[src/rtl/mem_bus_arbiter.sv]
// mem_bus_arbiter: merges NCH level-held memory requesters onto one shared
// memory port. Arbitration is round-robin (RR=1) or fixed priority (RR=0,
// lowest index wins). Within a channel a pending read beats a pending write.
// An optional response timeout (TMO>0) forces a completion flagged on s_err.
//
// Ports:
//   clk, rst_n                  clock, asynchronous active-low reset
//   s_read_req/w/hw/adr         per-channel read request, size, address (packed)
//   s_read_valid, s_read_data   one-cycle read completion to the granted channel
//   s_write_req/w/hw/adr/data   per-channel write request (packed)
//   s_write_finish              one-cycle write completion
//   s_err                       one-cycle timeout flag, with the forced completion
//   m_read_*/m_write_*          shared downstream memory port
//   busy                        high whenever the arbiter is not idle
module mem_bus_arbiter #(
  parameter int unsigned NCH   = 2,
  parameter int unsigned AW    = 32,
  parameter int unsigned DW    = 32,
  parameter int unsigned RR    = 1,
  parameter int unsigned TMO   = 0,
  parameter int unsigned TMO_W = 16
) (
  input  logic              clk,
  input  logic              rst_n,
  input  logic [NCH-1:0]    s_read_req,
  input  logic [NCH-1:0]    s_read_w,
  input  logic [NCH-1:0]    s_read_hw,
  input  logic [NCH*AW-1:0] s_read_adr,
  output logic [NCH-1:0]    s_read_valid,
  output logic [DW-1:0]     s_read_data,
  input  logic [NCH-1:0]    s_write_req,
  input  logic [NCH-1:0]    s_write_w,
  input  logic [NCH-1:0]    s_write_hw,
  input  logic [NCH*AW-1:0] s_write_adr,
  input  logic [NCH*DW-1:0] s_write_data,
  output logic [NCH-1:0]    s_write_finish,
  output logic [NCH-1:0]    s_err,
  output logic              m_read_req,
  output logic              m_read_w,
  output logic              m_read_hw,
  output logic [AW-1:0]     m_read_adr,
  input  logic              m_read_valid,
  input  logic [DW-1:0]     m_read_data,
  output logic              m_write_req,
  output logic              m_write_w,
  output logic              m_write_hw,
  output logic [AW-1:0]     m_write_adr,
  output logic [DW-1:0]     m_write_data,
  input  logic              m_write_finish,
  output logic              busy
);

  localparam int unsigned GW = (NCH > 1) ? $clog2(NCH) : 1;
  localparam logic [TMO_W-1:0] TMO_LAST = TMO_W'((TMO > 0) ? TMO - 1 : 0);

  typedef enum logic [1:0] {IDLE, RD, WR, HOLD} state_t;

  state_t           state;
  logic [GW-1:0]    gnt;
  logic [GW-1:0]    last_gnt;
  logic [TMO_W-1:0] tcnt;

  logic [NCH-1:0]   elig;
  logic             win_found;
  logic [GW-1:0]    win_idx;
  int unsigned      idx;
  logic             tmo_hit;
  logic             rd_resp, rd_tmo, wr_resp, wr_tmo;

  logic [AW-1:0]    rd_adr_a [NCH];
  logic [AW-1:0]    wr_adr_a [NCH];
  logic [DW-1:0]    wr_dat_a [NCH];

  // Unpack the flat per-channel buses so the granted channel can be selected by index
  for (genvar i = 0; i < NCH; i++) begin : g_ch
    assign rd_adr_a[i] = s_read_adr[i*AW +: AW];
    assign wr_adr_a[i] = s_write_adr[i*AW +: AW];
    assign wr_dat_a[i] = s_write_data[i*DW +: DW];
  end

  assign elig = s_read_req | s_write_req;

  // Winner search: round-robin scans from last_gnt+1, fixed priority from 0
  always_comb begin
    win_found = 1'b0;
    win_idx   = '0;
    idx       = 0;
    for (int unsigned k = 0; k < NCH; k++) begin
      idx = (RR != 0) ? (32'(last_gnt) + 32'd1 + k) % NCH : k;
      if (!win_found && elig[GW'(idx)]) begin
        win_found = 1'b1;
        win_idx   = GW'(idx);
      end
    end
  end

  // A real response in the timeout cycle takes precedence over the timeout
  always_comb begin
    tmo_hit = (TMO != 0) && (tcnt == TMO_LAST);
    rd_resp = (state == RD) && m_read_valid;
    rd_tmo  = (state == RD) && !m_read_valid && tmo_hit;
    wr_resp = (state == WR) && m_write_finish;
    wr_tmo  = (state == WR) && !m_write_finish && tmo_hit;
  end

  // Downstream port follows the granted channel; completions return combinationally
  always_comb begin
    m_read_req     = (state == RD);
    m_read_w       = s_read_w[gnt];
    m_read_hw      = s_read_hw[gnt];
    m_read_adr     = rd_adr_a[gnt];
    m_write_req    = (state == WR);
    m_write_w      = s_write_w[gnt];
    m_write_hw     = s_write_hw[gnt];
    m_write_adr    = wr_adr_a[gnt];
    m_write_data   = wr_dat_a[gnt];
    s_read_valid   = '0;
    s_write_finish = '0;
    s_err          = '0;
    s_read_data    = rd_resp ? m_read_data : '0;
    busy           = (state != IDLE);
    if (rd_resp || rd_tmo) s_read_valid[gnt]   = 1'b1;
    if (wr_resp || wr_tmo) s_write_finish[gnt] = 1'b1;
    if (rd_tmo || wr_tmo)  s_err[gnt]          = 1'b1;
  end

  // Control FSM; HOLD gives the requester a cycle to drop its level request
  always_ff @(posedge clk or negedge rst_n) begin
    if (!rst_n) begin
      state    <= IDLE;
      gnt      <= '0;
      last_gnt <= GW'(NCH - 1);
      tcnt     <= '0;
    end else begin
      case (state)
        IDLE: begin
          if (win_found) begin
            gnt      <= win_idx;
            last_gnt <= win_idx;
            tcnt     <= '0;
            state    <= s_read_req[win_idx] ? RD : WR;
          end
        end
        RD: begin
          if (rd_resp || rd_tmo) state <= HOLD;
          else                   tcnt  <= tcnt + TMO_W'(1);
        end
        WR: begin
          if (wr_resp || wr_tmo) state <= HOLD;
          else                   tcnt  <= tcnt + TMO_W'(1);
        end
        HOLD:    state <= IDLE;
        default: state <= IDLE;
      endcase
    end
  end

endmodule
[config.mk]
export PLATFORM = sky130hd
export DESIGN_NAME = mem_bus_arbiter
export DESIGN_NICKNAME = d
export VERILOG_FILES = /design/src/rtl/mem_bus_arbiter.sv
export SDC_FILE = /design/constraint.sdc
export NUM_CORES = 1
export LEC_CHECK = 0
export BUFFER_PORTS_ARGS = -buffer_cell sky130_fd_sc_hd__buf_2
export CAP_MARGIN = 30
export CORE_AREA = 5 5 145 147
export DETAILED_ROUTE_END_ITERATION = 7
export DIE_AREA = 0 0 150 152
export GPL_TIMING_DRIVEN = 0
export PLACE_DENSITY = 0.41
export REMOVE_ABC_BUFFERS = 1
export SLEW_MARGIN = 20
export SYNTH_ARGS = -nofsm -noshare
export SYNTH_HDL_FRONTEND = slang
export SYNTH_SLANG_ARGS = --single-unit
[constraint.sdc]
create_clock -name clk -period 1.7 [get_ports clk]
set_clock_uncertainty 0.05 [all_clocks]
set_input_delay 0.085 -clock clk [delete_from_list [all_inputs] [get_ports clk]]
set_output_delay 0.085 -clock clk [all_outputs]
set_load 0.005 [all_outputs]
### After elaboration in Yosys (flattened, before gate mapping)

Index checks and enable logic that the tools add are counted.
W data, S select, Z words.

* $add $sub $neg: 2
* order comparisons: 6
* equality and inequality tests: 6
* multiplexer cells: 37
* bitwise gates (word level): 2
* reductions and logical operators: 9

Operator list (count)
* $mux W32: 10
* $mux W1: 19
* $mux W2: 6
* $lt A1 B2 Y1 const B: 4
* $pmux W2 S4: 1
* $eq A2 B2 Y1 const B: 2
* $logic_and A1 B1 Y1: 4
* $ne A2 B1 Y1 const B: 2
* $reduce_and A3 Y1: 1
* $add A1 B1 Y1 const B: 2
* $eq A2 B1 Y1 const B: 1
* $ge A2 B2 Y1 const B: 1
* $logic_not A2 Y1: 1
* $ne A2 B2 Y1 const B: 1
* $not A1 Y2: 1
* $or A2 B2 Y2: 1
* $reduce_and A2 Y1: 1
* $reduce_bool A2 Y1: 1
* $demux W1 S1: 1
* $ge A1 B1 Y1 const B: 1
* $logic_not A1 Y1: 1

* flip-flop bits (word level): 4
* output and inout port bits: 141
* word-level logic and storage cells: 65

### Longest topological paths before layout

* depth after elaboration: 12
* depth in mapped cells: 5
* depth with buffers taken out: 5

### Worst setup path after synthesis

No wires, ideal clock.

* kind: register to register
* start point: register state[1]
* end point: register state[0]
* library setup time: 0.127 ns
* data arrival time: 1.453 ns
* required time: 1.523 ns
* setup slack: 0.070 ns
* cell stages (with the launch flop): 5
* path buffers: 0
* period minus slack after synthesis: 1.630 ns
* path through: dfrtp_1 inv_1 ha_1 a222oi_1 mux2_1

* word-level cells in the longest chain between the ends: 4
* elaborated cells on any way between the ends: 11

Ends and longest elaborated chain
* start, declared: line 58 `state_t state;`
* start signal, assigned: line 141 `state <= s_read_req[win_idx] ? RD : WR;`
* $eq A2 B1 Y1 *
* net m_read_req: line 38 `output logic m_read_req,`
* $logic_and A1 B1 Y1: line 100 `rd_resp = (state == RD) && m_read_valid;`
* $ne A2 B1 Y1 (no source line)
* $reduce_and A3 Y1 (no source line)

The timed path passes the listed nets; every way through them passes the cells marked *.
A chain may end at the register's enable or synchronous reset.

### Final worst setup path

* start point: register gnt
* end point: output m_read_adr[20]

* word-level cells in the longest chain between the ends: 4

Ends and longest elaborated chain
* start, declared: line 59 `logic [GW-1:0] gnt;`
* start signal, assigned: line 138 `gnt <= win_idx;`
* $not A1 Y2 (not written as such): line 111 `m_read_adr = rd_adr_a[gnt];`
* $mux W32 (not written as such) (3 in series): line 111
* end, declared: line 41 `output logic [AW-1:0] m_read_adr,`

No other way between the ends. The select of a mux whose other input is x is not followed.

==> impl_metrics.prom <==
# TYPE chip_impl_metric gauge
chip_impl_metric{name="synth_enable_flop_cells",unit=""} 0
chip_impl_metric{name="setup_viol_count_final",unit=""} 0
chip_impl_metric{name="iteration_count_of_the_initial_detailed_routing_pass",unit=""} 4
chip_impl_metric{name="route.detailed.drc",unit=""} 0
chip_impl_metric{name="post_synthesis_to_final_layout_area_growth",unit="%"} 140
chip_impl_metric{name="synth.avg_cell_area",unit="µm²"} 9.21
chip_impl_metric{name="leak",unit="nW"} 2.43
chip_impl_info{name="setup.worst_path.class",value="flop to output port"} 1
chip_impl_metric{name="route.detailed.vias_per_inst",unit=""} 3.50
chip_impl_metric{name="number_of_global_route_vias_before_repair",unit=""} 3041
chip_impl_metric{name="detail_route.wirelength",unit="mm"} 12.9
chip_impl_metric{name="effective_utilization_at_floorplan",unit="%"} 8.84
chip_impl_metric{name="crit_required",unit="ns"} 1.56
chip_impl_info{name="busiest_layer",value="met2"} 1
chip_impl_info{name="regToRegEndpoint",value="state[0]"} 1
chip_impl_metric{name="synthArstFlopShare",unit="%"} 100
chip_impl_metric{name="syn_inst",unit=""} 190
chip_impl_metric{name="grt_use_met2",unit="%"} 19.3
chip_impl_metric{name="syn_area",unit="µm²"} 1750
chip_impl_info{name="synth_ff_type",value="dfrtp_1"} 1
chip_impl_metric{name="final_layout_size_suffix_gt1_share",unit="%"} 89.0
chip_impl_info{name="clock_tree_from_tritoncts",value="done"} 1
chip_impl_metric{name="grt_overflow",unit=""} 0
chip_impl_metric{name="post_layout_nonfiller_instances",unit=""} 836
chip_impl_info{name="worst_setup_path_end_kind",value="output port"} 1
chip_impl_metric{name="tritoncts_num_sinks",unit=""} 4
chip_impl_metric{name="drt-wirelength-per-cell",unit="µm"} 15.4
chip_impl_metric{name="synth_seq_cells",unit=""} 4
chip_impl_metric{name="ys_seq_area_share",unit="%"} 5.79
chip_impl_metric{name="grt_first_pass_wirelength",unit="mm"} 17.9
chip_impl_metric{name="dieWidth",unit="µm"} 150
chip_impl_metric{name="min_period",unit="ns"} 1.63
chip_impl_metric{name="timing.hold.ws",unit="ns"} 0.137
chip_impl_metric{name="gp_congestion",unit=""} 0.840
chip_impl_info{name="netlist_top_cells_count",value="mux2_2, and3_1, buf_2, nor2_1, inv_1"} 1
chip_impl_metric{name="dieArea",unit="µm²"} 22800
chip_impl_metric{name="floorplan.io_pins",unit=""} 381
chip_impl_metric{name="hold_viol_final",unit=""} 0
chip_impl_metric{name="fmax",unit="MHz"} 615
chip_impl_metric{name="globalRouteTotalUtil",unit="%"} 10.0
chip_impl_metric{name="power_per_cell_area",unit="nW/µm²"} 1080
chip_impl_info{name="synth.most_common_cell",value="mux2_2"} 1
chip_impl_info{name="ys_top_cells_by_area",value="mux2_2, and3_1, dfrtp_1"} 1
chip_impl_metric{name="detailed_place_hpwl",unit="mm"} 11.1
chip_impl_info{name="worst_hold_path_type",value="primary input to asynchronous set/reset pin"} 1
chip_impl_metric{name="cts_max_path_buffers",unit=""} 2
chip_impl_metric{name="maxCapViolCount",unit=""} 0
chip_impl_info{name="yosysTopAreaCell",value="mux2_2"} 1
chip_impl_metric{name="ys.warnings.count",unit=""} 0
chip_impl_metric{name="die-height",unit="µm"} 152
chip_impl_info{name="critPathLaunchType",value="flop"} 1
chip_impl_metric{name="port_buffers",unit=""} 378
chip_impl_metric{name="power.total",unit="mW"} 4.51
chip_impl_metric{name="rows",unit=""} 52
chip_impl_metric{name="critPathMaxFanout",unit=""} 22
chip_impl_metric{name="post-route-period-util",unit="%"} 95.7
chip_impl_metric{name="ff2ff_path_depth",unit=""} 4
chip_impl_metric{name="cts-htree-levels",unit=""} 1
chip_impl_metric{name="rrSetupSlack",unit="ns"} 0.09
chip_impl_metric{name="numCtsBuffers",unit=""} 3
chip_impl_metric{name="placeableCoreArea",unit="µm²"} 19800
chip_impl_metric{name="use_met3",unit="%"} 3.19
chip_impl_metric{name="yosys.area.top_type_share",unit="%"} 64.4
chip_impl_metric{name="finalWorstSetupSlack",unit="ns"} 0.0733
chip_impl_metric{name="grt_max_degree",unit=""} 36
chip_impl_metric{name="peakVddDrop",unit="µV"} 565
chip_impl_metric{name="drt_first_iter_violations",unit=""} 64
chip_impl_info{name="cts_root_buffer",value="clkbuf_16"} 1
chip_impl_metric{name="detail-route-antenna-nets",unit=""} 0
chip_impl_info{name="r2r-start",value="state[0]"} 1
chip_impl_metric{name="gr-usage-met1",unit="%"} 10.8
chip_impl_metric{name="vias",unit=""} 2929
chip_impl_metric{name="path_clk_slew",unit="ns"} 0.03
chip_impl_metric{name="critical_path_arrival",unit="ns"} 1.49
chip_impl_info{name="setup_repair_after_global_routing_missed_its_margin",value="false"} 1
chip_impl_metric{name="post_synth_num_cell_types",unit=""} 24
chip_impl_metric{name="placed_cell_area",unit="µm²"} 3930
chip_impl_metric{name="final_net_count",unit=""} 810
chip_impl_info{name="outcome",value="finished, final reports clean"} 1
chip_impl_metric{name="post-place-ws",unit="ns"} -0.489
chip_impl_metric{name="grt_antenna_before_repair",unit=""} 1
chip_impl_metric{name="finalMaxSlewViolations",unit=""} 0
chip_impl_metric{name="clkLatencyLatePin",unit="ns"} 0.23
chip_impl_metric{name="fin_area",unit="µm²"} 4200
chip_impl_metric{name="placedCellCount",unit=""} 822
registers in the layout (all words and copies together), names as in the netlist:
register	count
gnt	1
state	2
last_gnt	1
per-stage QoR:
| step | setup TNS [ns] | util [%] |
|---|---|---|
| 6_report | 0 | 21.2 |
| 3_3_place_gp | -267.88 | 19.7 |
| 4_1_cts | -0.0126 | 21.1 |
| 5_1_grt | 0 | 21.2 |
| 3_5_place_dp | -12.88 | 19.9 |
| 2_1_floorplan | -130.62 | - |
routing by layer:
layer,wire length [µm],vias up,share of wire (%)
li1,-,1451,-
met2,6640,160,52
met5,0,-,0
met3,1420,15,11
met1,4660,1303,36
met4,165,0,1.3
layout by cell type, fill, tap and decap left out, drive strengths merged:
cell,Yosys,routed
buf,15,386
mux2,101,101
and3,32,32
nor2,7,7
inv,6,6
clkbuf,4,5
ha,4,4
nand2,3,3
o21ai,3,3
dfrtp,3,3
nor2b,2,2
a211oi,2,2
conb,1,2
diode,0,1
a21bo,1,1
nor4bb,1,1
nor4,1,1
a222oi,1,1
mux2i,1,1
a2bb2oi,1,1
bufbuf,0,1
dlygate4sd3,0,1
dfstp,1,1
critical path, cell delays in order (launching register included):
cell and delay (ns):
dfrtp_4 0.44, buf_12 0.14, buf_16 0.16, mux2_2 0.36, buf_2 0.13
worst max path at each step:
stage	from	endpoint	cells past startpoint
global route	state[0]	state[0]	4
CTS	state[1]	s_read_valid[0]	5
global placement	gnt	m_read_adr[11]	2
finish	gnt	m_read_adr[20]	4
floorplan	gnt	m_read_adr[0]	1
detailed placement	state[1]	state[0]	4
logic make-up after synthesis:
group                      Yosys count  synth area share, %
buffers and inverters               25                 6.72
AOI/OAI and AO/OA                    8                 3.36
muxes                              102                 65.6
DFF                                  4                 5.79
and+or+nand+nor                     46                 15.5
other                                1                0.214
adders and majority gates            4                 2.86
report_power, final:
group,internal [mW],switching (mW)
combinational,2.23,1.67
sequential,0.165,0.0656
clock,0.310,0.0728
final cells by class:
| class | instances | area [µm²] |
|---|---|---|
| Clock buffer | 4 | 78.8 |
| Fill cell | 2274 | 15600 |
| Multi-Input combinational cell | 162 | 1560 |
| Antenna cell | 1 | 2.50 |
| Tap cell | 270 | 338 |
| Sequential cell | 4 | 105 |
| Inverter | 6 | 22.5 |
| Timing Repair Buffer | 389 | 2090 |
repair_timing:
item | in CTS | in global routing
setup buffers | 5 | 2
cloned | 2 | 0
endpoints found under the setup margin | 111 | 17
pin swaps | 1 | 2
resized for setup | 7 | 3
endpoints found under the hold margin | 4 | 0
hold buffers | 1 | 0
Note: power is estimated with default switching activity, not from simulation.
